`src/rtl/mc_pkg.sv`:
```
// Shared encodings for the multi-cycle controller: opcodes, ALU operations, FSM states.
package mc_pkg;

  localparam logic [3:0] OP_R    = 4'b0000;
  localparam logic [3:0] OP_ADDI = 4'b0001;
  localparam logic [3:0] OP_ANDI = 4'b0010;
  localparam logic [3:0] OP_ORI  = 4'b0011;
  localparam logic [3:0] OP_NORI = 4'b0100;
  localparam logic [3:0] OP_BEQ  = 4'b0101;
  localparam logic [3:0] OP_BNE  = 4'b0110;
  localparam logic [3:0] OP_SLTI = 4'b0111;
  localparam logic [3:0] OP_LW   = 4'b1000;
  localparam logic [3:0] OP_SW   = 4'b1001;

  localparam logic [2:0] ALU_FUNCT = 3'b000;
  localparam logic [2:0] ALU_ADD   = 3'b001;
  localparam logic [2:0] ALU_AND   = 3'b010;
  localparam logic [2:0] ALU_OR    = 3'b011;
  localparam logic [2:0] ALU_NOR   = 3'b100;
  localparam logic [2:0] ALU_SUB   = 3'b101;
  localparam logic [2:0] ALU_SLT   = 3'b110;
  localparam logic [2:0] ALU_ADDR  = 3'b111;

  typedef enum logic [3:0] {
    S_INIT,
    S_FETCH,
    S_DECODE,
    S_EXEC,
    S_WB,
    S_BRANCH,
    S_MEM_ADDR,
    S_MEM_RD,
    S_MEM_WR,
    S_MEM_WB,
    S_HALT
  } state_t;

endpackage

```
`src/rtl/multicycle_control_if.sv`:
```
// Shared memory port handshake: the controller issues req/we, memory answers with ready.
interface multicycle_control_if;
  logic mem_req;
  logic mem_we;
  logic mem_ready;

  modport master (output mem_req, output mem_we, input mem_ready);
  modport slave  (input mem_req, input mem_we, output mem_ready);
endinterface

```
`src/rtl/mc_opcode_class.sv`:
```
// Combinational opcode classifier: class flags plus the ALU operation for EXEC.
module mc_opcode_class
  import mc_pkg::*;
#(
  parameter int OPCODE_W = 4,
  parameter int ALUOP_W  = 3
) (
  input  logic [OPCODE_W-1:0] opcode,
  output logic                is_r,
  output logic                is_imm,
  output logic                is_branch,
  output logic                is_mem,
  output logic                is_illegal,
  output logic                is_bne,
  output logic                is_sw,
  output logic                imm_zext,
  output logic [ALUOP_W-1:0]  alu_op
);

  always_comb begin
    is_r       = 1'b0;
    is_imm     = 1'b0;
    is_branch  = 1'b0;
    is_mem     = 1'b0;
    is_illegal = 1'b0;
    is_bne     = 1'b0;
    is_sw      = 1'b0;
    imm_zext   = 1'b0;
    alu_op     = '0;
    case (opcode)
      OP_R:    begin is_r = 1'b1;                     alu_op = ALUOP_W'(ALU_FUNCT); end
      OP_ADDI: begin is_imm = 1'b1;                   alu_op = ALUOP_W'(ALU_ADD);   end
      OP_ANDI: begin is_imm = 1'b1; imm_zext = 1'b1;  alu_op = ALUOP_W'(ALU_AND);   end
      OP_ORI:  begin is_imm = 1'b1; imm_zext = 1'b1;  alu_op = ALUOP_W'(ALU_OR);    end
      OP_NORI: begin is_imm = 1'b1; imm_zext = 1'b1;  alu_op = ALUOP_W'(ALU_NOR);   end
      OP_SLTI: begin is_imm = 1'b1;                   alu_op = ALUOP_W'(ALU_SLT);   end
      OP_BEQ:  begin is_branch = 1'b1;                alu_op = ALUOP_W'(ALU_SUB);   end
      OP_BNE:  begin is_branch = 1'b1; is_bne = 1'b1; alu_op = ALUOP_W'(ALU_SUB);   end
      OP_LW:   begin is_mem = 1'b1;                   alu_op = ALUOP_W'(ALU_ADDR);  end
      OP_SW:   begin is_mem = 1'b1; is_sw = 1'b1;     alu_op = ALUOP_W'(ALU_ADDR);  end
      default: is_illegal = 1'b1;
    endcase
  end

endmodule

```
`src/rtl/multicycle_control.sv`:
```
// Multi-cycle sequencer sharing one memory port between fetch and data access.
// Build option MC_ILLEGAL_TRAP_EN: illegal opcodes halt the controller instead of retiring as NOPs.
module multicycle_control
  import mc_pkg::*;
#(
  parameter int OPCODE_W = 4,
  parameter int ALUOP_W  = 3
) (
  input  logic                 clk,
  input  logic                 rst_n,
  input  logic [OPCODE_W-1:0]  opcode,
  input  logic                 zero,
  multicycle_control_if.master mem,
  output logic                 ir_write,
  output logic                 pc_write,
  output logic                 pc_src,
  output logic                 alu_src,
  output logic                 imm_type,
  output logic [ALUOP_W-1:0]   alu_op,
  output logic                 reg_write,
  output logic                 reg_dst,
  output logic                 mem_to_reg,
  output logic                 instr_done,
  output logic                 halted
);

  state_t state_q, state_d;

  logic               cls_r, cls_imm, cls_branch, cls_mem, cls_illegal, cls_bne, cls_sw, cls_zext;
  logic [ALUOP_W-1:0] cls_alu_op;

  logic               mem_req_q, mem_req_d;
  logic               mem_we_q, mem_we_d;
  logic               pc_src_q, pc_src_d;
  logic               alu_src_q, alu_src_d;
  logic               imm_type_q, imm_type_d;
  logic [ALUOP_W-1:0] alu_op_q, alu_op_d;
  logic               reg_write_q, reg_write_d;
  logic               reg_dst_q, reg_dst_d;
  logic               mem_to_reg_q, mem_to_reg_d;
  logic               instr_done_q, instr_done_d;

  mc_opcode_class #(
    .OPCODE_W (OPCODE_W),
    .ALUOP_W  (ALUOP_W)
  ) u_class (
    .opcode     (opcode),
    .is_r       (cls_r),
    .is_imm     (cls_imm),
    .is_branch  (cls_branch),
    .is_mem     (cls_mem),
    .is_illegal (cls_illegal),
    .is_bne     (cls_bne),
    .is_sw      (cls_sw),
    .imm_zext   (cls_zext),
    .alu_op     (cls_alu_op)
  );

  always_comb begin
    state_d = state_q;
    case (state_q)
      S_INIT:     state_d = S_FETCH;
      S_FETCH:    if (mem.mem_ready) state_d = S_DECODE;
      S_DECODE: begin
        if (cls_illegal) begin
`ifdef MC_ILLEGAL_TRAP_EN
          state_d = S_HALT;
`else
          state_d = S_FETCH;
`endif
        end else if (cls_branch) state_d = S_BRANCH;
        else if (cls_mem)        state_d = S_MEM_ADDR;
        else                     state_d = S_EXEC;
      end
      S_EXEC:     state_d = S_WB;
      S_WB:       state_d = S_FETCH;
      S_BRANCH:   state_d = S_FETCH;
      S_MEM_ADDR: state_d = cls_sw ? S_MEM_WR : S_MEM_RD;
      S_MEM_RD:   if (mem.mem_ready) state_d = S_MEM_WB;
      S_MEM_WR:   if (mem.mem_ready) state_d = S_FETCH;
      S_MEM_WB:   state_d = S_FETCH;
      S_HALT:     state_d = S_HALT;
      default:    state_d = S_INIT;
    endcase
  end

  // Outputs are decoded from the next state so they appear registered on state entry;
  // the opcode is stable from DECODE onward, so EXEC/WB fields can use it here.
  always_comb begin
    mem_req_d    = (state_d == S_FETCH) || (state_d == S_MEM_RD) || (state_d == S_MEM_WR);
    mem_we_d     = (state_d == S_MEM_WR);
    pc_src_d     = (state_d == S_BRANCH);
    alu_src_d    = ((state_d == S_EXEC) && cls_imm) || (state_d == S_MEM_ADDR);
    imm_type_d   = (state_d == S_EXEC) && cls_zext;
    alu_op_d     = '0;
    if (state_d == S_EXEC)     alu_op_d = cls_alu_op;
    if (state_d == S_BRANCH)   alu_op_d = ALUOP_W'(ALU_SUB);
    if (state_d == S_MEM_ADDR) alu_op_d = ALUOP_W'(ALU_ADDR);
    reg_write_d  = (state_d == S_WB) || (state_d == S_MEM_WB);
    reg_dst_d    = (state_d == S_WB) && cls_r;
    mem_to_reg_d = (state_d == S_MEM_WB);
    instr_done_d = (state_d == S_WB) || (state_d == S_MEM_WB) || (state_d == S_BRANCH);
  end

`ifdef MC_ILLEGAL_TRAP_EN
  logic halted_q;
`endif

  always_ff @(posedge clk or negedge rst_n) begin
    if (!rst_n) begin
      state_q      <= S_INIT;
      mem_req_q    <= 1'b0;
      mem_we_q     <= 1'b0;
      pc_src_q     <= 1'b0;
      alu_src_q    <= 1'b0;
      imm_type_q   <= 1'b0;
      alu_op_q     <= '0;
      reg_write_q  <= 1'b0;
      reg_dst_q    <= 1'b0;
      mem_to_reg_q <= 1'b0;
      instr_done_q <= 1'b0;
`ifdef MC_ILLEGAL_TRAP_EN
      halted_q     <= 1'b0;
`endif
    end else begin
      state_q      <= state_d;
      mem_req_q    <= mem_req_d;
      mem_we_q     <= mem_we_d;
      pc_src_q     <= pc_src_d;
      alu_src_q    <= alu_src_d;
      imm_type_q   <= imm_type_d;
      alu_op_q     <= alu_op_d;
      reg_write_q  <= reg_write_d;
      reg_dst_q    <= reg_dst_d;
      mem_to_reg_q <= mem_to_reg_d;
      instr_done_q <= instr_done_d;
`ifdef MC_ILLEGAL_TRAP_EN
      halted_q     <= (state_d == S_HALT);
`endif
    end
  end

  assign mem.mem_req = mem_req_q;
  assign mem.mem_we  = mem_we_q;
  assign pc_src      = pc_src_q;
  assign alu_src     = alu_src_q;
  assign imm_type    = imm_type_q;
  assign alu_op      = alu_op_q;
  assign reg_write   = reg_write_q;
  assign reg_dst     = reg_dst_q;
  assign mem_to_reg  = mem_to_reg_q;

  // Completion-dependent strobes are gated by the live handshake / flag in the current state.
  assign ir_write = (state_q == S_FETCH) && mem.mem_ready;
  assign pc_write = ir_write || ((state_q == S_BRANCH) && (cls_bne ? !zero : zero));

`ifdef MC_ILLEGAL_TRAP_EN
  assign instr_done = instr_done_q || ((state_q == S_MEM_WR) && mem.mem_ready);
  assign halted     = halted_q;
`else
  assign instr_done = instr_done_q || ((state_q == S_MEM_WR) && mem.mem_ready)
                      || ((state_q == S_DECODE) && cls_illegal);
  assign halted     = 1'b0;
`endif

endmodule

```
`src/flat_wrapper.sv`:
```
// flat-port wrapper written by rule: the top's interface ports become plain ports
module multicycle_control_flat import mc_pkg::*;
#(
  parameter int OPCODE_W = 4,
  parameter int ALUOP_W  = 3
)
  (clk, rst_n, opcode, zero, ir_write, pc_write, pc_src, alu_src, imm_type, alu_op, reg_write, reg_dst, mem_to_reg, instr_done, halted, mem_mem_req, mem_mem_we, mem_mem_ready);
  multicycle_control_if mem_i ();
  input  logic clk;
  input  logic rst_n;
  input  logic [OPCODE_W-1:0] opcode;
  input  logic zero;
  output logic ir_write;
  output logic pc_write;
  output logic pc_src;
  output logic alu_src;
  output logic imm_type;
  output logic [ALUOP_W-1:0] alu_op;
  output logic reg_write;
  output logic reg_dst;
  output logic mem_to_reg;
  output logic instr_done;
  output logic halted;
  output wire logic [$bits(mem_i.mem_req)-1:0] mem_mem_req;
  output wire logic [$bits(mem_i.mem_we)-1:0] mem_mem_we;
  input wire logic [$bits(mem_i.mem_ready)-1:0] mem_mem_ready;
  assign mem_mem_req = mem_i.mem_req;
  assign mem_mem_we = mem_i.mem_we;
  assign mem_i.mem_ready = mem_mem_ready;
  multicycle_control #(.OPCODE_W(OPCODE_W), .ALUOP_W(ALUOP_W)) u_core (.clk(clk), .rst_n(rst_n), .opcode(opcode), .zero(zero), .mem(mem_i), .ir_write(ir_write), .pc_write(pc_write), .pc_src(pc_src), .alu_src(alu_src), .imm_type(imm_type), .alu_op(alu_op), .reg_write(reg_write), .reg_dst(reg_dst), .mem_to_reg(mem_to_reg), .instr_done(instr_done), .halted(halted));
endmodule
```
`config.mk`:
```
export PLATFORM = sky130hd
export DESIGN_NAME = multicycle_control_flat
export DESIGN_NICKNAME = d
export VERILOG_FILES = /design/src/rtl/mc_pkg.sv /design/src/rtl/multicycle_control_if.sv /design/src/rtl/mc_opcode_class.sv /design/src/rtl/multicycle_control.sv /design/src/flat_wrapper.sv
export SDC_FILE = /design/constraint.sdc
export NUM_CORES = 1
export LEC_CHECK = 0
export BUFFER_PORTS_ARGS = -buffer_cell sky130_fd_sc_hd__buf_2
export CELL_PAD_IN_SITES_DETAIL_PLACEMENT = 1
export CELL_PAD_IN_SITES_GLOBAL_PLACEMENT = 2
export CORE_MARGIN = 2
export CORE_UTILIZATION = 32
export CTS_CLUSTER_SIZE = 20
export DETAILED_ROUTE_END_ITERATION = 10
export GPL_TIMING_DRIVEN = 1
export PLACE_DENSITY_LB_ADDON = 0.1
export SLEW_MARGIN = 20
export SYNTH_ARGS = -nofsm -noshare
export SYNTH_HDL_FRONTEND = slang
export SYNTH_SLANG_ARGS = --single-unit
```
`constraint.sdc`:
```
create_clock -name clk -period 2.2 [get_ports clk]
set_input_delay 0.11 -clock clk [delete_from_list [all_inputs] [get_ports clk]]
set_output_delay 0.11 -clock clk [all_outputs]
set_load 0.01 [all_outputs]
```
* Word-level counts from Yosys, hierarchy flattened
Cells that the tools add are included.
Word-level totals: output and inout port bits 15, latch bits 0, bits in read-only memories 0, register bits 16, memories kept 0, input bits 8, word-level logic and storage cells 83, bits in writable memories 0
Operators by class: add/subtract/negate cells 0, divide/modulo/power cells 0, bitwise operators 0, reductions and logical operators 24, mux-type cells 21, $mul 0, shifts and indexed selects 0, eq/ne operators 27, $lt $le $gt $ge 0
Operators with widths (count):
- 4-bit by 3-bit == test with 1-bit output (second input constant) | 12
- 4-bit case mux with 8 select lines | 1
- 4-bit == test (second input constant) | 7
- 4-bit two-way mux | 6
- 3-bit case mux with 7 select lines | 1
- 4-bit by 2-bit == test with 1-bit output (second input constant) | 5
- 4-bit by 1-bit == test with 1-bit output (second input constant) | 3
- 3-bit two-way mux | 4
- 10-bit OR reduction | 1
- 1-bit two-way mux | 9
- 4-bit logical NOT | 2
- 1-bit logical OR | 8
- 1-bit logical AND | 7
- 5-bit OR reduction | 1
- 2-bit OR reduction | 2
- 4-bit OR reduction | 1
- 3-bit OR reduction | 1
- 1-bit logical NOT | 1

* Depth between registers and ports, before layout
Gate-level depths: netlist of run 1.
word-level depth 11, mapped depth 7, mapped depth without buffers 6

* By module
From an unflattened synthesis of run 1, not the netlist that was laid out.
Second synthesis, totals: cells, all modules 109, area total of the unflattened synthesis 1022.2 um2
Modules (own cells, without submodules):
- multicycle_control | seq. area each 400.4 um2, cells an instance 82, instances 1, area each 828.3 um2
- mc_opcode_class | seq. area each 0.0 um2, cells an instance 27, instances 1, area each 193.9 um2

* Worst setup path before layout of run 1
No wires, ideal clock.
kind register to register, start point reg u_core.state_q[2], end point reg u_core.imm_type_q (netlist: u_core.imm_type), stages on the path, launching flop included 7, required time 2105 ps, arrival time 1448 ps, library setup time 95 ps, clock period less this slack 1543 ps, path buffers 1, slack 657 ps, path through dfrtp_1 > buf_2 > nor3b_1 > nor3_1 > o22ai_2 > nand3_1 > nor4b_2
Between the ends: longest elaborated chain between the ends 5, elaborated cells between the ends (all ways) 18, classes of those cells 11 x eq/ne; 4 x mux; 3 x reduce/logical
RTL lines:
- from (decl) | line multicycle_control.sv:27 | state_t state_q, state_d;
- from (signal assigned) | line multicycle_control.sv:126 | state_q <= state_d;
- 4-bit by 3-bit == test with 1-bit output, or another cell as far along | line multicycle_control.sv:61 | case (state_q)
- 4-bit OR reduction (no line)
- 4-bit case mux with 8 select lines (*) | line multicycle_control.sv:61
- named net u_core.state_d[0] | line multicycle_control.sv:27
- 4-bit by 2-bit == test with 1-bit output (*) | line multicycle_control.sv:94 | imm_type_d = (state_d == S_EXEC) && cls_zext;
- 1-bit logical AND (*) | line multicycle_control.sv:94
- named net u_core.imm_type_d | line multicycle_control.sv:36 | logic imm_type_q, imm_type_d;
- to (signal assigned) | line multicycle_control.sv:131 | imm_type_q <= imm_type_d;
- to (decl) | line multicycle_control.sv:36
The timed path passes the listed nets; every way through them passes the cells marked *.

* Worst setup path in the final report of run 1
start point reg u_core.state_q[2], end point reg u_core.mem_req_q (netlist: u_core.mem.mem_req)
Between the ends: longest elaborated chain between the ends 6, elaborated cells between the ends (all ways) 21, classes of those cells 13 x eq/ne; 4 x mux; 4 x reduce/logical
RTL lines:
- 4-bit by 3-bit == test with 1-bit output, or another cell as far along | line multicycle_control.sv:61
- 4-bit OR reduction (no line)
- 4-bit case mux with 8 select lines (*) | line multicycle_control.sv:61
- 4-bit by 1-bit == test with 1-bit output / 4-bit by 3-bit == test with 1-bit output (equally long branches) | line multicycle_control.sv:90 | mem_req_d = (state_d == S_FETCH) || (state_d == S_MEM_RD) || (state_d == S_MEM_WR);
- 1-bit logical OR | line multicycle_control.sv:90
- 1-bit logical OR (*) | line multicycle_control.sv:90
- named net u_core.mem_req_d | line multicycle_control.sv:32 | logic mem_req_q, mem_req_d;
- to (signal assigned) | line multicycle_control.sv:127 | mem_req_q <= mem_req_d;
- to (decl) | line multicycle_control.sv:32
Marked as above.

==> metrics.txt, run 1 <==
# TYPE chip_impl_metric gauge
chip_impl_metric{name="antennaDiodeCount",unit=""} 0
chip_impl_metric{name="max-vdd-ir-drop",unit="mV"} 0.488
chip_impl_info{name="grt_setup_unrepaired",value="no"} 1
chip_impl_metric{name="fmax",unit="MHz"} 528
chip_impl_metric{name="die_h",unit="µm"} 60.6
chip_impl_info{name="crit_path_start",value="u_core.state_q[2]"} 1
chip_impl_metric{name="mean_instance_size_in_the_synthesized_netlist",unit="µm²"} 9.68
chip_impl_metric{name="synthToLayoutAreaGrowth",unit="%"} 15.1
chip_impl_metric{name="drive_gt1_share",unit="%"} 28.5
chip_impl_metric{name="hold_viol_final",unit=""} 0
chip_impl_metric{name="worstSkewPairLatency",unit="ns"} 0.29
chip_impl_metric{name="count_of_cell_types_in_the_netlist",unit=""} 43
chip_impl_info{name="synth_ff_type",value="sky130_fd_sc_hd__dfrtp_1"} 1
chip_impl_info{name="cts.root.buffer_cell",value="sky130_fd_sc_hd__clkbuf_4"} 1
chip_impl_metric{name="min_path_cells",unit=""} 2
chip_impl_metric{name="powerDensity",unit="nW/µm²"} 1020
chip_impl_metric{name="maxSlewViolCount",unit=""} 0
chip_impl_metric{name="die-area",unit="µm²"} 3680
chip_impl_metric{name="gpl.final_weighted_congestion",unit=""} 0.771
chip_impl_metric{name="postSynthCellCount",unit=""} 106
chip_impl_metric{name="max_cap_violations",unit=""} 0
chip_impl_metric{name="fp.coreArea",unit="µm²"} 3050
chip_impl_metric{name="synth-warning-count",unit=""} 0
chip_impl_metric{name="mappedNetlistArea",unit="µm²"} 1030
chip_impl_metric{name="design_area",unit="µm²"} 1180
chip_impl_metric{name="multi_input_area",unit="µm²"} 544
chip_impl_metric{name="finish.cell_count_without_fillers",unit=""} 167
chip_impl_metric{name="worstPathMaxFanout",unit=""} 14
chip_impl_info{name="r2r-end",value="u_core.mem.mem_req"} 1
chip_impl_metric{name="cts_max_level",unit=""} 1
chip_impl_metric{name="post-route-drc-count",unit=""} 0
chip_impl_info{name="run_status",value="finished clean"} 1
chip_impl_metric{name="postSynthRegisterBits",unit=""} 16
chip_impl_metric{name="finish.net_count",unit=""} 132
chip_impl_metric{name="finalWorstPathRequiredPeriod",unit="ns"} 1.89
chip_impl_metric{name="cts_made_buffers",unit=""} 3
chip_impl_metric{name="reg2regPathDepth",unit=""} 5
chip_impl_metric{name="seqCellArea",unit="µm²"} 400
chip_impl_info{name="reg2reg_from",value="u_core.state_q[2]"} 1
chip_impl_metric{name="via_per_inst",unit=""} 5.04
chip_impl_metric{name="fin_crit_sh",unit="%"} 86.0
chip_impl_metric{name="synth-seq-area-share",unit="%"} 39.0
chip_impl_metric{name="grt_start_max_net_pins",unit=""} 17
chip_impl_metric{name="placed_cells_incl_taps",unit=""} 162
chip_impl_info{name="worstSetupStartpointType",value="flip-flop"} 1
chip_impl_metric{name="floorplan.rows",unit=""} 20
chip_impl_metric{name="critical_path_required",unit="ns"} 2.37
chip_impl_metric{name="grt_pass1_wl",unit="mm"} 4.19
chip_impl_metric{name="i_o_pins",unit=""} 23
chip_impl_info{name="cts_tree",value="yes"} 1
chip_impl_info{name="worst_setup_path_end",value="u_core.mem.mem_req"} 1
chip_impl_metric{name="detailedRoute.firstPassIterationCount",unit=""} 4
chip_impl_metric{name="nFillCells",unit=""} 373
chip_impl_metric{name="grt.total_usage",unit="%"} 15.7
chip_impl_metric{name="grt_antenna_before_repair",unit=""} 0
chip_impl_info{name="hold_path.class",value="input port to flip-flop"} 1
chip_impl_metric{name="overflow",unit=""} 0
chip_impl_metric{name="cts.reportedPaths.clkPinSlew",unit="ns"} 0.09
chip_impl_metric{name="first_global_vias",unit=""} 821
chip_impl_info{name="most_flops_register",value="u_core.state_q"} 1
chip_impl_metric{name="largest_register_ffs",unit=""} 4
chip_impl_metric{name="drt_first_iter_violations",unit=""} 18
chip_impl_metric{name="detailroute.via_count",unit=""} 841
chip_impl_info{name="timing_worst_setup_path_type",value="flip-flop to flip-flop"} 1
chip_impl_metric{name="place.detailed.hpwl",unit="mm"} 1.91
chip_impl_metric{name="io_buffers",unit=""} 21
chip_impl_metric{name="rrSetupSlack",unit="ns"} 0.31
chip_impl_metric{name="wl",unit="mm"} 2.55
chip_impl_metric{name="timing.clock.skew",unit="ns"} 0.00400
chip_impl_metric{name="synthArstFlopShare",unit="%"} 100
chip_impl_metric{name="die_width",unit="µm"} 60.6
chip_impl_metric{name="fin_setup_tns",unit="ns"} 0
chip_impl_metric{name="cts.sinks",unit=""} 16
chip_impl_info{name="setup.worst_path.end_class",value="flip-flop"} 1
chip_impl_metric{name="synth.net_count",unit=""} 114
chip_impl_metric{name="cellLeakagePower",unit="nW"} 0.567
chip_impl_metric{name="synth_enable_flop_cells",unit=""} 0
chip_impl_metric{name="initial_utilization",unit="%"} 33.6
chip_impl_metric{name="max_root_sink_buffers",unit=""} 2
chip_impl_metric{name="wirelength_per_cell",unit="µm"} 15.3
chip_impl_metric{name="post_cts_buffers",unit=""} 0
chip_impl_metric{name="post_dp_cell_area",unit="µm²"} 1130
chip_impl_metric{name="setup_viol",unit=""} 0
chip_impl_metric{name="antenna_violating_nets_post_route",unit=""} 0
chip_impl_metric{name="worst-endpoint-arrival",unit="ns"} 2.06
==> placed cells by master, fill, tap and decap left out, drive strengths merged, types with 2 or more instances in the layout <==
| cell type | instances |
|---|---|
| xnor2 | 2 |
| nand4 | 2 |
| nor4 | 2 |
| and3 | 2 |
| nor3b | 4 |
| a21boi | 4 |
| o21ai | 8 |
| nand3 | 2 |
| a31oi | 4 |
| buf | 21 |
| dfrtp | 16 |
| nor3 | 3 |
| nor2 | 4 |
| a21oi | 2 |
| nand2b | 2 |
| nand2 | 5 |
| o21bai | 2 |
| nor2b | 5 |
| a211oi | 4 |
| inv | 8 |
| nor4bb | 3 |
| clkbuf | 4 |
==> per-stage QoR <==
| step | hold slack, ns | util, % | power, mW | setup slack, ns |
|---|---|---|---|---|
| 5_1_grt | 0.147 | 38.7 | 1.31 | 0.0930 |
| 3_3_place_gp | 0.0428 | 37.2 | 1.03 | 0.347 |
| 4_1_cts | 0.127 | 38.7 | 1.23 | 0.313 |
| 3_5_place_dp | 0.0456 | 37.2 | 1.03 | 0.333 |
| 2_1_floorplan | -0.186 | - | 0.867 | 0.657 |
| 6_report | 0.147 | 38.7 | 1.21 | 0.307 |
==> worst max-delay path: stages, from the launching register on <==
cell and delay (ns):
sky130_fd_sc_hd__dfrtp_1 0.59, sky130_fd_sc_hd__nor2b_1 0.35, sky130_fd_sc_hd__a31oi_1 0.18, sky130_fd_sc_hd__o31a_1 0.38, sky130_fd_sc_hd__a31oi_1 0.20, sky130_fd_sc_hd__o21ai_1 0.07
==> cell type report <==
cell class | instances | share of cell area [%]
flip-flops and latches | 16 | 33.9
clock buffers | 4 | 3.07
inverters | 8 | 2.54
well taps | 44 | 4.66
repair buffers | 22 | 9.75
multi-input cells | 73 | 46.1
==> kinds of logic after synthesis <==
| family | after synthesis | share of synthesized area [%] |
|---|---|---|
| multiplexers | 1 | 0.976 |
| flip-flops | 16 | 39.0 |
| buffers and inverters | 17 | 7.93 |
| XOR/XNOR | 2 | 1.71 |
| other | 1 | 0.366 |
| AND/OR/NAND/NOR | 40 | 26.3 |
| AO/OA/AOI/OAI | 29 | 23.7 |
==> synthesized netlist by cell type (2+ instances only) <==
master | instances | share of area (%)
sky130_fd_sc_hd__nor3b_1 | 3 | 2.2
sky130_fd_sc_hd__nand3_1 | 2 | 0.98
sky130_fd_sc_hd__xnor2_1 | 2 | 1.7
sky130_fd_sc_hd__nor4bb_1 | 3 | 2.9
sky130_fd_sc_hd__nor2_1 | 4 | 1.5
sky130_fd_sc_hd__inv_1 | 7 | 2.6
sky130_fd_sc_hd__o21ai_0 | 5 | 2.4
sky130_fd_sc_hd__buf_4 | 3 | 2.2
sky130_fd_sc_hd__a31oi_1 | 4 | 2.4
sky130_fd_sc_hd__a211oi_1 | 2 | 1.5
sky130_fd_sc_hd__a21boi_2 | 2 | 2.2
sky130_fd_sc_hd__and3_1 | 2 | 1.2
sky130_fd_sc_hd__buf_2 | 5 | 2.4
sky130_fd_sc_hd__nand4_1 | 2 | 1.2
sky130_fd_sc_hd__nor2b_1 | 5 | 3.0
sky130_fd_sc_hd__nor4_1 | 2 | 1.2
sky130_fd_sc_hd__nor3_1 | 3 | 1.5
sky130_fd_sc_hd__nand2_1 | 5 | 1.8
sky130_fd_sc_hd__a21boi_1 | 2 | 1.5
sky130_fd_sc_hd__dfrtp_1 | 16 | 39
sky130_fd_sc_hd__o21ai_1 | 3 | 1.5
sky130_fd_sc_hd__a21oi_1 | 2 | 0.98
sky130_fd_sc_hd__o21bai_1 | 2 | 1.5
==> power by group <==
| part | switching (mW) | total [mW] | internal, mW |
|---|---|---|---|
| registers | 0.0935 | 0.460 | 0.366 |
| clock network | 0.0921 | 0.193 | 0.101 |
| logic | 0.320 | 0.555 | 0.235 |
==> metal layers <==
layer,vias to the layer above,track usage (%),share of wire (%)
met2,17,24.7,46
met5,-,0,0
met3,0,5.12,3.2
met4,0,1.86,0
li1,419,-,-
met1,405,21.8,50
==> worst min-delay path by stage <==
stage | startpoint | end | slack [ns]
after global routing | opcode[3] | u_core.imm_type | 0.15
after global placement | rst_n | u_core.mem_to_reg | 0.04
final | opcode[3] | u_core.imm_type | 0.15
after CTS | opcode[3] | u_core.imm_type | 0.13
after floorplan | rst_n | u_core.alu_op[0] | -0.19
after detailed placement | rst_n | u_core.reg_write | 0.05
==> what timing repair did <==
action,4_1_cts,5_1_grt
hold buffers,1,0
hold endpoints to repair,16,0
resized for setup,0,0
Power figures use the tool's default switching activity.
==> inputs of run 2 (changes only) <==
--- a/config.mk
+++ b/config.mk
@@ -5,11 +5,12 @@
 export SDC_FILE = /design/constraint.sdc
 export NUM_CORES = 1
 export LEC_CHECK = 0
+export ABC_AREA = 1
 export BUFFER_PORTS_ARGS = -buffer_cell sky130_fd_sc_hd__buf_2
 export CELL_PAD_IN_SITES_DETAIL_PLACEMENT = 1
 export CELL_PAD_IN_SITES_GLOBAL_PLACEMENT = 2
 export CORE_MARGIN = 2
-export CORE_UTILIZATION = 32
+export CORE_UTILIZATION = 28
 export CTS_CLUSTER_SIZE = 20
 export DETAILED_ROUTE_END_ITERATION = 10
 export GPL_TIMING_DRIVEN = 1
==> run 2 against run 1 <==
Maximum frequency increased by 18%. Synthesized cell count is 27% higher. Clock skew shrank 0.0028 ns. Synthesized area is 7.8% lower. Final cell count grew 23%. Critical path depth decreased by 1. Sequential share of layout area increased by 1.0 points. Critical endpoint is now pc_write. Largest power group unchanged.
==> metrics.txt, run 2 <==
# TYPE chip_impl_metric gauge
chip_impl_metric{name="max-vdd-ir-drop",unit="mV"} 0.326
chip_impl_metric{name="antenna_violating_nets_post_route",unit=""} 0
chip_impl_info{name="most-common-layout-cells",value="37 x sky130_fd_sc_hd__nand2_1, 21 x sky130_fd_sc_hd__buf_2, 19 x sky130_fd_sc_hd__inv_1, 19 x sky130_fd_sc_hd__nand3_1, 18 x sky130_fd_sc_hd__nor2_1"} 1
chip_impl_metric{name="fin_setup_tns",unit="ns"} 0
chip_impl_info{name="cts.root.buffer_cell",value="sky130_fd_sc_hd__clkbuf_4"} 1
chip_impl_metric{name="die-area",unit="µm²"} 3860
chip_impl_metric{name="gpl.final_weighted_congestion",unit=""} 0.767
chip_impl_metric{name="via_per_inst",unit=""} 4.42
chip_impl_metric{name="fp.coreArea",unit="µm²"} 3280
chip_impl_metric{name="mean_instance_size_in_the_synthesized_netlist",unit="µm²"} 7.01
chip_impl_metric{name="final_util",unit="%"} 34.9
chip_impl_metric{name="postSynthCellCount",unit=""} 135
chip_impl_metric{name="fmax",unit="MHz"} 624
chip_impl_info{name="timing_worst_setup_path_type",value="flip-flop to output pin"} 1
chip_impl_info{name="grt_setup_unrepaired",value="no"} 1
chip_impl_metric{name="overflow",unit=""} 0
chip_impl_metric{name="post-route-drc-count",unit=""} 0
chip_impl_metric{name="reg2regPathDepth",unit=""} 10
chip_impl_info{name="reg2reg_from",value="u_core.state_q[3]"} 1
chip_impl_metric{name="mappedNetlistArea",unit="µm²"} 946
chip_impl_metric{name="die_width",unit="µm"} 62.1
chip_impl_metric{name="max_cap_violations",unit=""} 0
chip_impl_metric{name="antennaDiodeCount",unit=""} 0
chip_impl_metric{name="synth_enable_flop_cells",unit=""} 0
chip_impl_info{name="r2r-end",value="u_core.instr_done_q"} 1
chip_impl_info{name="synth.top_cells.by_count",value="37 x sky130_fd_sc_hd__nand2_1, 19 x sky130_fd_sc_hd__inv_1, 19 x sky130_fd_sc_hd__nand3_1"} 1
chip_impl_metric{name="postSynthRegisterBits",unit=""} 16
chip_impl_metric{name="comb_power_share",unit="%"} 50.3
chip_impl_metric{name="cts.reportedPaths.clkPinSlew",unit="ns"} 0.09
chip_impl_metric{name="die_h",unit="µm"} 62.1
chip_impl_metric{name="internal_power",unit="mW"} 0.679
chip_impl_info{name="critical-path-slowest-cell",value="sky130_fd_sc_hd__dfrtp_1"} 1
chip_impl_metric{name="cellLeakagePower",unit="nW"} 0.722
chip_impl_metric{name="synth-warning-count",unit=""} 0
chip_impl_metric{name="hold_viol_final",unit=""} 0
chip_impl_metric{name="timing.critical_path.buf_inv",unit=""} 1
chip_impl_metric{name="initial_utilization",unit="%"} 28.8
chip_impl_metric{name="fin_crit_sh",unit="%"} 72.8
chip_impl_metric{name="count_of_cell_types_in_the_netlist",unit=""} 19
chip_impl_metric{name="place.detailed.hpwl",unit="mm"} 2.04
chip_impl_info{name="synthMostInstantiatedCell",value="sky130_fd_sc_hd__nand2_1"} 1
chip_impl_metric{name="detailedRoute.firstPassIterationCount",unit=""} 4
chip_impl_metric{name="cts_made_buffers",unit=""} 3
chip_impl_metric{name="worst-endpoint-arrival",unit="ns"} 1.49
chip_impl_metric{name="worstSkewPairLatency",unit="ns"} 0.28
chip_impl_metric{name="i_o_pins",unit=""} 23
chip_impl_info{name="synthTopCellsByArea",value="sky130_fd_sc_hd__dfrtp_1 42%, sky130_fd_sc_hd__nand2_1 15%, sky130_fd_sc_hd__nand3_1 10%, sky130_fd_sc_hd__inv_1 7.5%, sky130_fd_sc_hd__nor2_1 7.1%"} 1
chip_impl_metric{name="cts.sinks",unit=""} 16
chip_impl_metric{name="max_root_sink_buffers",unit=""} 2
chip_impl_metric{name="drive_gt1_share",unit="%"} 25.0
chip_impl_info{name="leading_cell_type_in_the_layout_fill_and_taps_excluded",value="sky130_fd_sc_hd__nand2_1"} 1
chip_impl_metric{name="cts_max_level",unit=""} 1
chip_impl_metric{name="critical_path_required",unit="ns"} 2.09
chip_impl_metric{name="finalWorstPathRequiredPeriod",unit="ns"} 1.60
chip_impl_metric{name="worst_path_largest_cell_delay",unit="ns"} 0.44
chip_impl_metric{name="first_global_vias",unit=""} 926
chip_impl_metric{name="detailroute.via_count",unit=""} 910
chip_impl_metric{name="wirelength_per_cell",unit="µm"} 11.6
chip_impl_metric{name="worstPathMaxFanout",unit=""} 5
chip_impl_metric{name="clockPowerShare",unit="%"} 15.8
chip_impl_metric{name="grt_start_max_net_pins",unit=""} 17
chip_impl_metric{name="post_cts_buffers",unit=""} 0
chip_impl_info{name="worst_setup_path_end",value="pc_write"} 1
chip_impl_metric{name="wl",unit="mm"} 2.40
chip_impl_metric{name="grt_antenna_before_repair",unit=""} 0
chip_impl_metric{name="io_buffers",unit=""} 21
chip_impl_metric{name="net-switching-power",unit="mW"} 0.534
chip_impl_metric{name="synthArstFlopShare",unit="%"} 100
chip_impl_metric{name="grt_pass1_wl",unit="mm"} 4.21
chip_impl_info{name="critical-path-top-delay-family",value="flip-flops"} 1
chip_impl_info{name="critical_path.cell_chain",value="nor2_1 > nand2_1 > o31ai_1 > buf_2"} 1
chip_impl_metric{name="synthDominantCellAreaShare",unit="%"} 42.3
chip_impl_metric{name="finish.net_count",unit=""} 169
chip_impl_info{name="synth_ff_type",value="sky130_fd_sc_hd__dfrtp_1"} 1
chip_impl_metric{name="maxSlewViolCount",unit=""} 0
chip_impl_metric{name="synth.net_count",unit=""} 143
chip_impl_info{name="run_status",value="finished clean"} 1
chip_impl_metric{name="share_seq_of_total_power",unit="%"} 33.9
chip_impl_metric{name="sw_frac_of_total",unit="%"} 44.0
chip_impl_metric{name="largest_register_ffs",unit=""} 4
chip_impl_info{name="hold_path.class",value="input port to flip-flop"} 1
chip_impl_metric{name="drt_first_iter_violations",unit=""} 28
chip_impl_info{name="cts_tree",value="yes"} 1
chip_impl_metric{name="cp_num_cells",unit=""} 4
chip_impl_info{name="worstSetupStartpointType",value="flip-flop"} 1
chip_impl_metric{name="timing.clock.skew",unit="ns"} 0.00118
chip_impl_metric{name="synth-seq-area-share",unit="%"} 42.3
chip_impl_info{name="setup.worst_path.end_class",value="output pin"} 1
chip_impl_info{name="synthDominantAreaCellType",value="sky130_fd_sc_hd__dfrtp_1"} 1
chip_impl_metric{name="grt.total_usage",unit="%"} 13.7
chip_impl_metric{name="rrSetupSlack",unit="ns"} 0.66
chip_impl_info{name="most_flops_register",value="u_core.state_q"} 1
chip_impl_info{name="crit_path_start",value="u_core.state_q[1]"} 1
chip_impl_metric{name="powerDensity",unit="nW/µm²"} 1060
chip_impl_metric{name="synthToLayoutAreaGrowth",unit="%"} 21.3
chip_impl_metric{name="setup_viol",unit=""} 0
chip_impl_metric{name="floorplan.rows",unit=""} 21
chip_impl_metric{name="fin_total_pwr",unit="mW"} 1.21
==> run 2: cell families (layout without fill, tap and decap cells) <==
group	count (synthesis)	after routing	share of synthesized area, %
AOI/OAI and AO/OA	5	5	3.17
other	1	1	0.396
DFF	16	16	42.3
buffers and inverters	24	49	9.92
and+or+nand+nor	89	89	44.2
==> run 2: timing repair <==
item	CTS	global route
resized for setup	0	0
endpoints found under the hold margin	16	0
hold buffers	1	0
==> run 2: through the flow <==
step                instance area, µm²  hold WS, ns  setup WS (ns)  instances
floorplan                          946       -0.186          0.932        135
global placement                  1100       0.0361          0.650        201
detailed placement                1100       0.0437          0.638        201
CTS                               1150        0.162          0.556        206
global route                      1150        0.195          0.444        206
finish                            1150        0.175          0.598        206
==> run 2: routing by layer <==
layer	vias to the layer above	GRT usage [%]	part of all wire (%)
li1	461	-	-
met1	435	16.9	48
met2	14	23.5	49
met3	0	4.53	3.2
met4	0	2.50	0
met5	-	0	0
==> run 2: layout make-up <==
| cell class | instances | area, µm² |
|---|---|---|
| sequential | 16 | 400 |
| timing repair buffer | 22 | 115 |
| fill | 427 | 2140 |
| tap | 46 | 57.6 |
| inverter | 23 | 86.3 |
| multi-input combinational | 95 | 452 |
| clock buffer | 4 | 36.3 |
==> run 2: worst min-delay path by stage <==
stage	from	end	slack, ns	cells after the start
finish	mem_mem_ready	u_core.mem_to_reg	0.18	3
global route	mem_mem_ready	u_core.mem_to_reg	0.19	3
CTS	mem_mem_ready	u_core.mem_to_reg	0.16	3
detailed placement	rst_n	u_core.pc_src	0.04	1
global placement	rst_n	u_core.pc_src	0.04	1
floorplan	rst_n	u_core.alu_op[0]	-0.19	0
==> run 2: worst min-delay path, delay by kind of cell <==
family        cells  cell delay [ns]
buf+inv           2             0.19
simple gates      1             0.12
==> run 2: power groups by stage <==
stage               Combinational, mW  Sequential [mW]  Clock (mW)
floorplan                       0.410            0.438           0
global placement                0.617            0.416           0
detailed placement              0.621            0.418           0
CTS                             0.626            0.412       0.201
global route                    0.710            0.421       0.216
finish                          0.610            0.411       0.191
